<file path="src/rtl/pulse_mult_if.sv">
// -----------------------------------------------------------------------------
// pulse_mult_if
//
// Register-strobe bus between the position-bus register block and the
// pulse_mult multiplier.
//
// Signals:
//   MULTIPLIER       [MW-1:0]  pulses per input period (register value)
//   MULTIPLIER_WSTB            one-cycle write strobe for MULTIPLIER
//   PERIOD           [PW-1:0]  last measured input period, in clocks
//   COUNT            [PW-1:0]  output pulses since enable
//   STATUS           [1:0]     sticky flags: bit0 overrun, bit1 timeout
//
// Modports:
//   master : register block side (drives MULTIPLIER/WSTB, reads readbacks)
//   slave  : pulse_mult side
// -----------------------------------------------------------------------------
interface pulse_mult_if #(
    parameter int PW = 32,
    parameter int MW = 16
);
    logic [MW-1:0] MULTIPLIER;
    logic          MULTIPLIER_WSTB;
    logic [PW-1:0] PERIOD;
    logic [PW-1:0] COUNT;
    logic [1:0]    STATUS;

    modport master (
        output MULTIPLIER,
        output MULTIPLIER_WSTB,
        input  PERIOD,
        input  COUNT,
        input  STATUS
    );

    modport slave (
        input  MULTIPLIER,
        input  MULTIPLIER_WSTB,
        output PERIOD,
        output COUNT,
        output STATUS
    );
endinterface

</file>
<file path="src/rtl/pulse_mult.sv">
// -----------------------------------------------------------------------------
// pulse_mult
//
// Pulse-rate multiplier. Measures the period P between rising edges of inp_i
// and emits M = MULTIPLIER evenly spaced one-cycle pulses on out_o during the
// following input period. Pulse spacing comes from a DDA accumulator (add M
// every cycle, emit and subtract P on crossing) so no divider is needed.
//
// Ports:
//   clk_i     in   system clock, rising edge
//   reset_i   in   asynchronous active-high reset
//   inp_i     in   input pulse train, rising edges significant
//   enable_i  in   block enable, level sensitive
//   out_o     out  multiplied pulse train (registered)
//   regs      slave modport of pulse_mult_if
//                  (MULTIPLIER, MULTIPLIER_WSTB, PERIOD, COUNT, STATUS)
//
// Configuration macro:
//   PULSE_MULT_TIMEOUT_EN  when defined, a saturated period counter returns
//                          the block to MEASURE and sets STATUS[1]. When
//                          undefined the counter saturates silently and
//                          STATUS[1] stays 0.
// -----------------------------------------------------------------------------
module pulse_mult #(
    parameter int PW = 32,
    parameter int MW = 16
) (
    input  logic         clk_i,
    input  logic         reset_i,
    input  logic         inp_i,
    input  logic         enable_i,
    output logic         out_o,
    pulse_mult_if.slave  regs
);

    typedef enum logic [1:0] {
        ST_IDLE    = 2'd0,
        ST_MEASURE = 2'd1,
        ST_ARMED   = 2'd2,
        ST_RUN     = 2'd3
    } state_t;

    localparam logic [PW-1:0] PC_MAX = '1;
    localparam logic [PW-1:0] PC_ONE = PW'(1);

    // -------------------------------------------------------------------------
    // Registers and their next-state values
    // -------------------------------------------------------------------------
    state_t        r_state,   w_state_next;
    logic          r_inp_prev;
    logic [PW-1:0] r_pc,      w_pc_next;
    logic [PW-1:0] r_period,  w_period_next;
    logic [PW-1:0] r_count,   w_count_next;
    logic [1:0]    r_status,  w_status_next;
    logic [PW:0]   r_acc,     w_acc_next;
    logic [MW-1:0] r_m,       w_m_next;
    logic [MW-1:0] r_emitted, w_emitted_next;
    logic          r_out,     w_out_next;

    // -------------------------------------------------------------------------
    // Combinational helpers
    // -------------------------------------------------------------------------
    logic          w_edge;
    logic          w_counting;
    logic          w_timeout;
    logic          w_group_start;
    logic [PW-1:0] w_pc_inc;
    logic [PW:0]   w_acc_sum;
    logic [PW:0]   w_p_ext;

    // Enable gates the edge so nothing seen while disabled can start a group.
    assign w_edge     = inp_i & ~r_inp_prev & enable_i;
    assign w_counting = (r_state == ST_ARMED) || (r_state == ST_RUN);
    assign w_pc_inc   = (r_pc == PC_MAX) ? r_pc : (r_pc + PC_ONE);

    // One bit wider than the period so acc + M never wraps before the compare.
    assign w_acc_sum  = r_acc + (PW+1)'(r_m);
    assign w_p_ext    = {1'b0, r_period};

`ifdef PULSE_MULT_TIMEOUT_EN
    // An edge in the saturating cycle still counts as a valid period.
    assign w_timeout  = w_counting & (r_pc == PC_MAX) & ~w_edge;
`else
    assign w_timeout  = 1'b0;
`endif

    // -------------------------------------------------------------------------
    // State register
    // -------------------------------------------------------------------------
    always_ff @(posedge clk_i or posedge reset_i) begin
        if (reset_i) begin
            r_state <= ST_IDLE;
        end else begin
            r_state <= w_state_next;
        end
    end

    // -------------------------------------------------------------------------
    // Next-state and datapath logic
    // -------------------------------------------------------------------------
    always_comb begin
        w_state_next   = r_state;
        w_pc_next      = r_pc;
        w_period_next  = r_period;
        w_count_next   = r_count;
        w_status_next  = r_status;
        w_acc_next     = r_acc;
        w_m_next       = r_m;
        w_emitted_next = r_emitted;
        w_out_next     = 1'b0;
        w_group_start  = 1'b0;

        if (!enable_i) begin
            // PERIOD, COUNT and STATUS hold; output forced low next cycle.
            w_state_next = ST_IDLE;
        end else begin
            unique case (r_state)
                ST_IDLE: begin
                    // Enable just rose: fresh measurement, clear readbacks.
                    w_count_next  = '0;
                    w_status_next = '0;
                    if (w_edge) begin
                        // Edge coinciding with enable rising is the first
                        // measurement edge.
                        w_state_next = ST_ARMED;
                        w_pc_next    = PC_ONE;
                    end else begin
                        w_state_next = ST_MEASURE;
                    end
                end

                ST_MEASURE: begin
                    if (w_edge) begin
                        w_state_next = ST_ARMED;
                        w_pc_next    = PC_ONE;
                    end
                end

                ST_ARMED: begin
                    if (w_edge) begin
                        w_state_next  = ST_RUN;
                        w_period_next = r_pc;
                        w_pc_next     = PC_ONE;
                        w_group_start = 1'b1;
                    end else if (w_timeout) begin
                        w_state_next     = ST_MEASURE;
                        w_status_next[1] = 1'b1;
                    end else begin
                        w_pc_next = w_pc_inc;
                    end
                end

                ST_RUN: begin
                    if (w_edge) begin
                        // Pulses still owed from the old group are dropped.
                        if (r_emitted < r_m) begin
                            w_status_next[0] = 1'b1;
                        end
                        w_period_next = r_pc;
                        w_pc_next     = PC_ONE;
                        w_group_start = 1'b1;
                    end else if (w_timeout) begin
                        w_state_next     = ST_MEASURE;
                        w_status_next[1] = 1'b1;
                    end else begin
                        w_pc_next = w_pc_inc;
                        if (regs.MULTIPLIER_WSTB) begin
                            // Abandon the group; the new value is picked up
                            // at the next edge.
                            w_emitted_next = r_m;
                        end else if (w_acc_sum >= w_p_ext) begin
                            if (r_emitted < r_m) begin
                                w_out_next     = 1'b1;
                                w_count_next   = r_count + PC_ONE;
                                w_emitted_next = r_emitted + MW'(1);
                                w_acc_next     = w_acc_sum - w_p_ext;
                            end else begin
                                // Group complete: park the accumulator.
                                w_acc_next = w_p_ext;
                            end
                        end else begin
                            w_acc_next = w_acc_sum;
                        end
                    end
                end

                default: begin
                    w_state_next = ST_IDLE;
                end
            endcase
        end

        // Group start overrides any DDA decision made in the same cycle, so a
        // crossing coincident with an edge collapses into the start pulse.
        if (w_group_start) begin
            w_m_next       = regs.MULTIPLIER;
            w_acc_next     = '0;
            w_emitted_next = MW'(1);
            if (regs.MULTIPLIER != '0) begin
                w_out_next   = 1'b1;
                w_count_next = r_count + PC_ONE;
            end
        end
    end

    // -------------------------------------------------------------------------
    // Datapath registers
    // -------------------------------------------------------------------------
    always_ff @(posedge clk_i or posedge reset_i) begin
        if (reset_i) begin
            r_inp_prev <= 1'b0;
            r_pc       <= '0;
            r_period   <= '0;
            r_count    <= '0;
            r_status   <= '0;
            r_acc      <= '0;
            r_m        <= '0;
            r_emitted  <= '0;
            r_out      <= 1'b0;
        end else begin
            // Tracked regardless of enable so a level already high at enable
            // time is not mistaken for an edge.
            r_inp_prev <= inp_i;
            r_pc       <= w_pc_next;
            r_period   <= w_period_next;
            r_count    <= w_count_next;
            r_status   <= w_status_next;
            r_acc      <= w_acc_next;
            r_m        <= w_m_next;
            r_emitted  <= w_emitted_next;
            r_out      <= w_out_next;
        end
    end

    // -------------------------------------------------------------------------
    // Outputs
    // -------------------------------------------------------------------------
    assign out_o       = r_out;
    assign regs.PERIOD = r_period;
    assign regs.COUNT  = r_count;
    assign regs.STATUS = r_status;

endmodule

</file>
<file path="src/flat_wrapper.sv">
// flat-port wrapper written by rule: the top's interface ports become plain ports
module pulse_mult_flat 
#(
    parameter int PW = 32,
    parameter int MW = 16
)
  (clk_i, reset_i, inp_i, enable_i, out_o, regs_MULTIPLIER, regs_MULTIPLIER_WSTB, regs_PERIOD, regs_COUNT, regs_STATUS);
  pulse_mult_if #(.PW(PW), .MW(MW)) regs_i ();
  input  logic clk_i;
  input  logic reset_i;
  input  logic inp_i;
  input  logic enable_i;
  output logic out_o;
  input wire logic [$bits(regs_i.MULTIPLIER)-1:0] regs_MULTIPLIER;
  input wire logic [$bits(regs_i.MULTIPLIER_WSTB)-1:0] regs_MULTIPLIER_WSTB;
  output wire logic [$bits(regs_i.PERIOD)-1:0] regs_PERIOD;
  output wire logic [$bits(regs_i.COUNT)-1:0] regs_COUNT;
  output wire logic [$bits(regs_i.STATUS)-1:0] regs_STATUS;
  assign regs_i.MULTIPLIER = regs_MULTIPLIER;
  assign regs_i.MULTIPLIER_WSTB = regs_MULTIPLIER_WSTB;
  assign regs_PERIOD = regs_i.PERIOD;
  assign regs_COUNT = regs_i.COUNT;
  assign regs_STATUS = regs_i.STATUS;
  pulse_mult #(.PW(PW), .MW(MW)) u_core (.clk_i(clk_i), .reset_i(reset_i), .inp_i(inp_i), .enable_i(enable_i), .out_o(out_o), .regs(regs_i));
endmodule
</file>
<file path="config.mk">
export PLATFORM = sky130hd
export DESIGN_NAME = pulse_mult_flat
export DESIGN_NICKNAME = d
export VERILOG_FILES = /design/src/rtl/pulse_mult_if.sv /design/src/rtl/pulse_mult.sv /design/src/flat_wrapper.sv
export SDC_FILE = /design/constraint.sdc
export NUM_CORES = 1
export LEC_CHECK = 0
export CAP_MARGIN = 10
export CORE_AREA = 2 2 151 153
export DETAILED_ROUTE_END_ITERATION = 16
export DIE_AREA = 0 0 153 155
export PLACE_DENSITY_LB_ADDON = 0.1
export RECOVER_POWER = 50
export SYNTH_ARGS = -nofsm -noshare
export SYNTH_HDL_FRONTEND = slang
export SYNTH_SLANG_ARGS = --single-unit
</file>
<file path="constraint.sdc">
create_clock -name clk_i -period 8 [get_ports clk_i]
set_input_delay 0.8 -clock clk_i [delete_from_list [all_inputs] [get_ports clk_i]]
set_output_delay 0.8 -clock clk_i [all_outputs]
set_load 0.01 [all_outputs]
</file>
After elaboration in Yosys (flattened, before gate mapping)
Index checks and enable logic that the tools add are counted.
{ "totals": {"out_inout_bits": 67, "ff_bits": 166, "in_bits": 21, "word_cells": 93} }
{ "classes": {"n_lt_le_gt_ge": 2, "addsub": 5, "bitwise_logic": 3, "reduce_logical": 15, "n_eq_ne": 13, "muxes": 45} }
{ "op_table": {"columns": ["operator", "count"], "rows": [
  ["32-bit two-way mux", 10],
  ["33-bit two-way mux", 7],
  ["32-bit one-hot mux with 2 select lines", 2],
  ["16-bit two-way mux", 7],
  ["32-bit by 1-bit adder with 32-bit output, second input constant", 2],
  ["33-bit by 16-bit adder with 33-bit output", 1],
  ["33-bit by 32-bit greater-or-equal comparator with 1-bit output", 1],
  ["33-bit by 32-bit subtractor with 33-bit output", 1],
  ["32-bit equality test, second input constant", 1],
  ["16-bit by 1-bit adder with 16-bit output, second input constant", 1],
  ["16-bit less-than comparator", 1],
  ["16-bit nonzero test", 1],
  ["1-bit two-way mux", 13],
  ["3-bit by 2-bit inequality test with 1-bit output, second input constant", 3],
  ["3-bit AND reduction", 3],
  ["2-bit two-way mux", 4],
  ["4-bit AND reduction", 2],
  ["2-bit by 1-bit inequality test with 1-bit output, second input constant", 3],
  ["2-bit inequality test, second input constant", 3],
  ["2-bit one-hot mux with 3 select lines", 1],
  ["2-bit nonzero test", 3],
  ["3-bit nonzero test", 2],
  ["5-bit AND reduction", 1],
  ["2-bit equality test, second input constant", 2],
  ["6 further kinds", 8]
]} }

Longest topological paths before layout
Gate-level depths: netlist of the first run.
{ "logic_depth": {"depth_word": 9, "depth_mapped": 22} }

Worst setup path before layout of the first run
Ideal clock, no wire load.
{ "synth_timing": {"path_kind": "reg-to-reg", "startpoint": "register u_core.r_m[0]", "endpoint": "register u_core.r_acc[4]", "required_time_ns": 7.878, "t_arrival_ns": 4.852, "path_stages_with_launch": 21, "slack_ns": 3.026, "path_buffers": 3, "setup_time_ns": 0.122, "period_less_slack_ns": 4.974, "cell_sequence": "dfrtp_1 > ha_1 > fa_1 > a211o_1 > a211oi_2 > o211ai_1 > a21oi_4 > nor2_1 > xor2_1 > ha_1 > and3_1 > buf_2 > a22oi_2 > nand2b_1 > or2_2 > a311o_1 > a31o_1 > buf_6 > buf_6 > or3_1 > a32o_1"} }
{ "synth_via": {"elab_chain_cells": 9, "elab_cells_between_ends": 11, "cone_classes": "add/sub (2); order compare (2); mux (7)"} }
{ "synth_rtl": {"columns": ["element", "line", "rtl"], "rows": [
  ["from (decl)", "pulse_mult.sv:56", "logic [MW-1:0] r_m, w_m_next;"],
  ["from (signal assigned)", "pulse_mult.sv:229", "r_m <= w_m_next;"],
  ["33-bit by 16-bit adder with 33-bit output", "pulse_mult.sv:77", "assign w_acc_sum = r_acc + (PW+1)'(r_m);"],
  ["33-bit by 32-bit subtractor with 33-bit output", "pulse_mult.sv:176", "w_acc_next = w_acc_sum - w_p_ext;"],
  ["33-bit two-way mux", "pulse_mult.sv:172", "if (r_emitted < r_m) begin"],
  ["33-bit two-way mux (*)", "pulse_mult.sv:171", "end else if (w_acc_sum >= w_p_ext) begin"],
  ["33-bit two-way mux (*)", "pulse_mult.sv:167", "if (regs.MULTIPLIER_WSTB) begin"],
  ["33-bit two-way mux (*)", "pulse_mult.sv:154", "if (w_edge) begin"],
  ["33-bit two-way mux (*)", "pulse_mult.sv:117", "unique case (r_state)"],
  ["33-bit two-way mux (*)", "pulse_mult.sv:113", "if (!enable_i) begin"],
  ["33-bit two-way mux (*)", "pulse_mult.sv:195", "if (w_group_start) begin"],
  ["to (signal assigned)", "pulse_mult.sv:228", "r_acc <= w_acc_next;"],
  ["to (decl)", "pulse_mult.sv:55", "logic [PW:0] r_acc, w_acc_next;"]
]} }
Mark *: on every way between the ends. The rest lies on a longest branch, timed or not. The select of a mux whose other input is x is not followed.
A chain may end at the register's enable or synchronous reset.

Final worst setup path of the first run
{ "layout_timing": {"startpoint": "register u_core.r_m[0]", "endpoint": "register u_core.r_emitted[15]"} }
{ "layout_via": {"elab_chain_cells": 4, "elab_cells_between_ends": 6, "cone_classes": "add/sub (1); order compare (2); reduce/logical (3)"} }
{ "layout_rtl": {"columns": ["element", "line", "rtl"], "rows": [
  ["33-bit by 16-bit adder with 33-bit output", "pulse_mult.sv:77", null],
  ["33-bit by 32-bit greater-or-equal comparator with 1-bit output", "pulse_mult.sv:171", null],
  ["3-bit nonzero test (no source line)", null, null],
  ["5-bit AND reduction (no source line) (*)", null, null],
  ["to (signal assigned)", "pulse_mult.sv:230", "r_emitted <= w_emitted_next;"],
  ["to (decl)", "pulse_mult.sv:57", "logic [MW-1:0] r_emitted, w_emitted_next;"]
]} }
Mark *: on every way between the ends. The rest lies on a longest branch, timed or not.

==> results of run 1 <==
-- path summary, 6_finish.rpt --
path	slack (ns)	cells after the start	start	to
min in group asynchronous	1.82	2	reset_i	u_core.r_pc[21]$_DFFE_PP0P_
max in group asynchronous	2.42	4	reset_i	u_core.r_emitted[4]$_DFFE_PP0P_
setup / recovery	1.83	18	u_core.r_m[0]$_DFFE_PP0P_	u_core.r_emitted[15]$_DFFE_PP0P_
hold / removal	0.49	2	u_core.r_pc[24]$_DFFE_PP0P_	u_core.regs.PERIOD[24]$_DFFE_PP0P_
setup reg to reg	1.83	18	u_core.r_m[0]$_DFFE_PP0P_	u_core.r_emitted[15]$_DFFE_PP0P_
hold reg to reg	0.49	2	u_core.r_pc[24]$_DFFE_PP0P_	u_core.regs.PERIOD[24]$_DFFE_PP0P_
-- metrics by stage --
step	instance area [µm²]	hold slack (ns)	setup slack, ns
floorplan	11900	0.450	2.71
global placement	13000	0.467	2.04
detailed placement	13000	0.475	1.92
CTS	13600	0.492	1.91
global route	13600	0.522	1.45
finish	13600	0.494	1.83
-- flip-flops by register name (all words and copies together), names as in the netlist --
name and cells:
u_core.r_m 16, u_core.regs.PERIOD 32, u_core.r_emitted 16, u_core.r_inp_prev 1, u_core.r_pc 32, u_core.r_state 2
u_core.r_acc 33, u_core.regs.STATUS 1, u_core.regs.COUNT 32, u_core.out_o 1
-- worst min-delay path: stages, from the launching register on --
cell and delay, ns:
dfrtp_1 0.35, nand2_1 0.05, o21ai_0 0.06
-- per-layer routing --
metal | vias to the layer above | share of wire (%) | global-route usage, %
met5 | - | 0 | 0
met4 | 0 | 1.6 | 7.14
met3 | 42 | 6.1 | 3.65
met2 | 369 | 45 | 45.6
met1 | 5435 | 47 | 44.1
li1 | 5355 | - | -
-- layout make-up --
type,count,area (µm²)
fill,1967,8620
multi-input combinational,1138,7210
sequential,166,4150
timing repair buffer,105,1000
clock buffer,18,439
tap,285,357
inverter,78,294
clock inverter,14,150
-- synth_stat cells, types with 5 or more instances --
master,count
a22oi_1,5
a21o_1,23
mux2i_1,19
and4_1,8
nor3_1,36
and3_1,29
or2_2,8
nand4_1,25
a211oi_1,13
inv_1,78
o211ai_1,26
a31oi_1,7
o21a_1,8
xnor2_1,42
o21ai_1,25
clkbuf_1,41
a21oi_1,104
buf_2,8
dfrtp_1,166
o221ai_1,8
and2_1,11
o21bai_1,9
o31ai_1,13
nor2_1,100
a2111o_1,7
ha_1,70
nand2_1,191
nand3_1,55
xor2_1,27
a221oi_1,5
o21ai_0,134
a31o_2,6
buf_1,6
nor4_1,7
nand2b_1,22
-- cell families (layout without fill, tap and decap cells) --
family	Yosys count	in the layout	share of synthesized area [%]
AND/OR/NAND/NOR	513	513	20.3
AO/OA/AOI/OAI	461	461	25.4
flip-flops	166	166	34.9
buffers and inverters	137	215	4.59
adder cells (fa/ha/maj)	72	72	7.69
XOR/XNOR	71	71	5.44
multiplexers	20	20	1.69
other	1	1	0.0315
==> results.sh, run 1 <==
export IMPL_dp_hpwl_um=25300
export IMPL_port_buffer_count=86
export IMPL_drtIter0Drc=910
export IMPL_min_period_ns=6.17
export IMPL_ys_async_sr_fraction_pct=100
export IMPL_layout_nets=1599
export IMPL_cp_common_cell="ha_1"
export IMPL_path_cells="ha_1, fa_1, a211o_1, a211oi_2, o211ai_1, a21oi_4, nor3_1, xor2_1, ha_1, and2_1, nand3_1, or3_1, o21ai_0, a31o_1, buf_4, o211ai_2, o41ai_1, a22oi_1"
export IMPL_crit_family="compound AO/OA/AOI/OAI gates"
export IMPL_first_pass_iters=5
export IMPL_synth_fp_nets=1534
export IMPL_cts_resized=0
export IMPL_maxCapViolations=3
export IMPL_clk_path_buf_depth=2
export IMPL_slew_limit_headroom_pct=-131
export IMPL_avgSynthCellArea_um2=8.27
export IMPL_first_global_vias=10500
export IMPL_outcome="complete, but fails checks"
export IMPL_drc=0
export IMPL_cp_num_buf_inv=1
export IMPL_stdcell_count=1804
export IMPL_grt_use_total_pct=29.4
export IMPL_htree_levels=4
export IMPL_io_pins=88
export IMPL_layout_common_cells="nand2_1, dfrtp_1, o21ai_0"
export IMPL_critPathKind="reg2reg"
export IMPL_layout_commonest_cell="nand2_1"
export IMPL_drive_gt1_share_pct=5.79
export IMPL_setup_viol=0
export IMPL_antenna_cells=0
export IMPL_clkTransAtPathRegs_ns=0.08
export IMPL_synth_distinct_cells=87
export IMPL_worst_slew_pin_slew_ns=3.44
export IMPL_clock_latency_ns=0.45
export IMPL_rsz0062_at_grt="no"
export IMPL_synth_flop_cell="dfrtp_1"
export IMPL_post_route_period_util_pct=77.1
export IMPL_cts_buffers=17
export IMPL_viasPerCell=6.21
export IMPL_cp_start_kind="flop"
export IMPL_synth_top_area_share_pct=34.9
export IMPL_synth_area_top_cells="dfrtp_1, ha_1, nand2_1, o21ai_0, a21oi_1"
export IMPL_hp_class="reg2reg"
export IMPL_grt_max_degree=76
export IMPL_avgRoutedWirePerCell_um=19.6
export IMPL_initial_core_util_pct=53.6
export IMPL_syn_to_final_growth_pct=14.2
export IMPL_vias=11200
export IMPL_cts_num_sinks=166
export IMPL_cts_setup_buffers=0
export IMPL_clock_skew_ns=0.0183
export IMPL_placed_cells=1772
export IMPL_synth_largest_area_cell="dfrtp_1"
export IMPL_cp_end_kind="flop"
export IMPL_rows=55
export IMPL_tns_ns=0
export IMPL_die_h_um=155
export IMPL_syn_inst=1441
export IMPL_cts_tree="done"
export IMPL_routed_wl_um=35400
export IMPL_grt_pass1_wl_um=56600
export IMPL_fp_coreArea_um2=22200
export IMPL_yosysSeqAreaShare_pct=34.9
export IMPL_grt_overflow=0
export IMPL_ctsRootBufferMaster="clkbuf_16"
export IMPL_fmax_mhz=162
export IMPL_path_max_fanout=12
export IMPL_synth_edf_count=0
export IMPL_antenna_found_initial=0
export IMPL_fp_dieW_um=153
export IMPL_required_ns=8.31
export IMPL_gp_congestion=0.914
export IMPL_ys_seq_elements=166
export IMPL_failed_checks="capacitance limit, slew limit"
export IMPL_hold_buffers=0
export IMPL_synth_area_um2=11900
export IMPL_slowest_delay_ns=0.66
export IMPL_die_area_um2=23700
export IMPL_finalMaxSlewViolations=162
export IMPL_hold_viol=0
export IMPL_yosys_warnings=0
export IMPL_final_util_pct=61.2
export IMPL_ant_nets=0
export IMPL_worstPathArrival_ns=6.48
export IMPL_cp_slowest_cell="a31o_1"
Power of run 1 is not shown: default switching activity piles up to over one toggle a cycle in this logic, so the estimate is an artifact.
==> inputs of run 2 (changes only) <==
--- a/config.mk
+++ b/config.mk
@@ -6,9 +6,9 @@
 export NUM_CORES = 1
 export LEC_CHECK = 0
 export CAP_MARGIN = 10
-export CORE_AREA = 2 2 151 153
+export CORE_AREA = 2 2 152 154
 export DETAILED_ROUTE_END_ITERATION = 16
-export DIE_AREA = 0 0 153 155
+export DIE_AREA = 0 0 154 156
 export PLACE_DENSITY_LB_ADDON = 0.1
 export RECOVER_POWER = 50
 export SYNTH_ARGS = -nofsm -noshare
==> constraint.sdc (replaced) <==
create_clock -name clk_i -period 5.6 [get_ports clk_i]
set_input_delay 0.56 -clock clk_i [delete_from_list [all_inputs] [get_ports clk_i]]
set_output_delay 0.56 -clock clk_i [all_outputs]
set_load 0.01 [all_outputs]
==> run 2 against run 1 <==
  * The run still ends with capacitance limit, slew limit left
  * Utilization is 0.34 points higher
  * Die area rose by 1.3%
  * Global-route usage rose by 0.70 points
  * Register-to-register slack lost 1.6 ns
  * Sequential share of layout area fell by 0.35 points
  * First-iteration DRC count increased by 7.3%
  * Cell area is 1.2% higher
  * Non-clock buffer count grew 15
==> results.sh, run 2 (synthesis gave the netlist of run 1 again) <==
export IMPL_io_pins=88
export IMPL_reg2reg_depth=20
export IMPL_slowest_delay_ns=0.43
export IMPL_antenna_cells=0
export IMPL_first_global_vias=10500
export IMPL_setup_viol=0
export IMPL_cp_end_kind="flop"
export IMPL_critPathLaunch="u_core.r_m[0]$_DFFE_PP0P_"
export IMPL_required_ns=5.92
export IMPL_fp_dieW_um=154
export IMPL_holdWs_ns=0.490
export IMPL_worst_slack_ns=0.284
export IMPL_slew_limit_headroom_pct=-158
export IMPL_post_route_period_util_pct=94.9
export IMPL_clock_latency_ns=0.44
export IMPL_failed_checks="capacitance limit, slew limit"
export IMPL_layout_common_cells="nand2_1, dfrtp_1, o21ai_0"
export IMPL_worst_path_stages=20
export IMPL_port_buffer_count=86
export IMPL_viasPerCell=6.26
export IMPL_worst_slew_pin_slew_ns=3.84
export IMPL_antenna_found_initial=0
export IMPL_clk_path_buf_depth=2
export IMPL_die_h_um=156
export IMPL_gp_congestion=0.929
export IMPL_grt_pass1_wl_um=57800
export IMPL_top_register="u_core.r_acc"
export IMPL_avgRoutedWirePerCell_um=19.5
export IMPL_cts_num_sinks=166
export IMPL_critPathKind="reg2reg"
export IMPL_clock_skew_ns=0.0139
export IMPL_htree_levels=4
export IMPL_rows=55
export IMPL_drive_gt1_share_pct=7.37
export IMPL_syn_to_final_growth_pct=15.6
export IMPL_r2r_slack_ns=0.28
export IMPL_outcome="complete, but fails checks"
export IMPL_drc=0
export IMPL_dp_hpwl_um=25400
export IMPL_hp_class="reg2reg"
export IMPL_post_place_ws_ns=0.123
export IMPL_min_period_ns=5.32
export IMPL_grt_overflow=0
export IMPL_initial_core_util_pct=53.3
export IMPL_fillers=2013
export IMPL_crit_path_end="u_core.r_acc[24]$_DFFE_PP0P_"
export IMPL_cp_num_buf_inv=2
export IMPL_layout_nets=1614
export IMPL_fmax_mhz=188
export IMPL_hold_buffers=0
export IMPL_ctsRootBufferMaster="clkbuf_16"
export IMPL_largest_reg_flops=33
export IMPL_layout_commonest_cell="nand2_1"
export IMPL_ant_nets=0
export IMPL_cp_start_kind="flop"
export IMPL_cts_tree="done"
export IMPL_hp_start="u_core.r_pc[24]$_DFFE_PP0P_"
export IMPL_drtIter0Drc=976
export IMPL_maxCapViolations=1
export IMPL_path_max_fanout=17
export IMPL_cp_slowest_cell="a311o_2"
export IMPL_hold_viol=0
export IMPL_fp_coreArea_um2=22400
export IMPL_cts_buffers=17
export IMPL_path_cells="ha_1, fa_1, a211o_1, a211oi_2, o211ai_1, a21oi_4, nor2_1, xor2_1, ha_1, and3_1, a22oi_2, nand2b_1, or2_2, a311o_2, a31o_1, buf_12, nor2_4, buf_4, mux2i_1, a22o_1"
export IMPL_die_area_um2=24000
export IMPL_worstPathArrival_ns=5.64
export IMPL_grt_max_degree=83
export IMPL_cp_common_cell="ha_1"
export IMPL_finalMaxSlewViolations=83
export IMPL_r2r_start="u_core.r_m[0]$_DFFE_PP0P_"
export IMPL_clkTransAtPathRegs_ns=0.07
export IMPL_r2r_end="u_core.r_acc[24]$_DFFE_PP0P_"
export IMPL_crit_family="compound AO/OA/AOI/OAI gates"
export IMPL_grt_use_total_pct=30.1
export IMPL_first_pass_iters=5
export IMPL_vias=11400
export IMPL_routed_wl_um=35500
-- run 2: changes by cell type in the layout (fill, tap and decap cells not counted), moves of 2 or more --
cell,previous run,this run
buf_4,18,28
clkbuf_2,0,2
a21oi_2,0,2
inv_8,5,3
buf_6,0,3
a21oi_1,104,102
o21ai_1,23,25
o21ai_0,135,132
clkdlybuf4s50_1,17,35
dlygate4sd3_1,69,51
nor2_1,100,98
-- run 2: stage by stage --
step | utilization [%] | instances | cell area (µm²) | setup TNS [ns]
floorplan | - | 1441 | 11900 | 0
CTS | 61.2 | 1813 | 13700 | 0
global route | 61.6 | 1818 | 13800 | -0.0463
finish | 61.6 | 1818 | 13800 | 0
detailed placement | 58.7 | 1782 | 13100 | 0
global placement | 58.7 | 1782 | 13100 | 0
-- run 2: area by class of cell --
cell class | instances | area (µm²) | share of cell area (%)
Clock inverter | 12 | 115 | 0.836
Sequential cell | 166 | 4150 | 30.2
Multi-Input combinational cell | 1138 | 7270 | 52.8
Clock buffer | 19 | 443 | 3.22
Inverter | 78 | 294 | 2.14
Tap cell | 285 | 357 | 2.59
Timing Repair Buffer | 120 | 1130 | 8.24
-- run 2: layer usage --
layer	global-route usage (%)	vias up	wire length (µm)
met5	0	-	0
met4	8.86	0	831
met3	5.14	54	2570
met2	44.3	432	15200
met1	45.4	5489	16900
li1	-	5399	-
-- run 2: timing repair --
item                                    in CTS  in global routing
gates resized for setup                      0                 17
buffers inserted                             0                  5
endpoints found under the setup margin       0                 74
-- run 2: worst min-delay path by stage --
stage | end | slack, ns | cells after the start
6_report | u_core.regs.PERIOD[24]$_DFFE_PP0P_ | 0.49 | 2
3_5_place_dp | u_core.regs.PERIOD[24]$_DFFE_PP0P_ | 0.47 | 2
2_1_floorplan | u_core.regs.PERIOD[24]$_DFFE_PP0P_ | 0.45 | 2
5_1_grt | u_core.r_acc[0]$_DFFE_PP0P_ | 0.52 | 2
4_1_cts | u_core.regs.PERIOD[24]$_DFFE_PP0P_ | 0.49 | 2
3_3_place_gp | u_core.regs.PERIOD[24]$_DFFE_PP0P_ | 0.47 | 2
-- run 2: tightest hold or removal path, stage by stage (launching register included) --
cell and delay (ns):
dfrtp_1 0.35, nand2_1 0.05, o21ai_0 0.06
Power of run 2 is left out for the same reason.
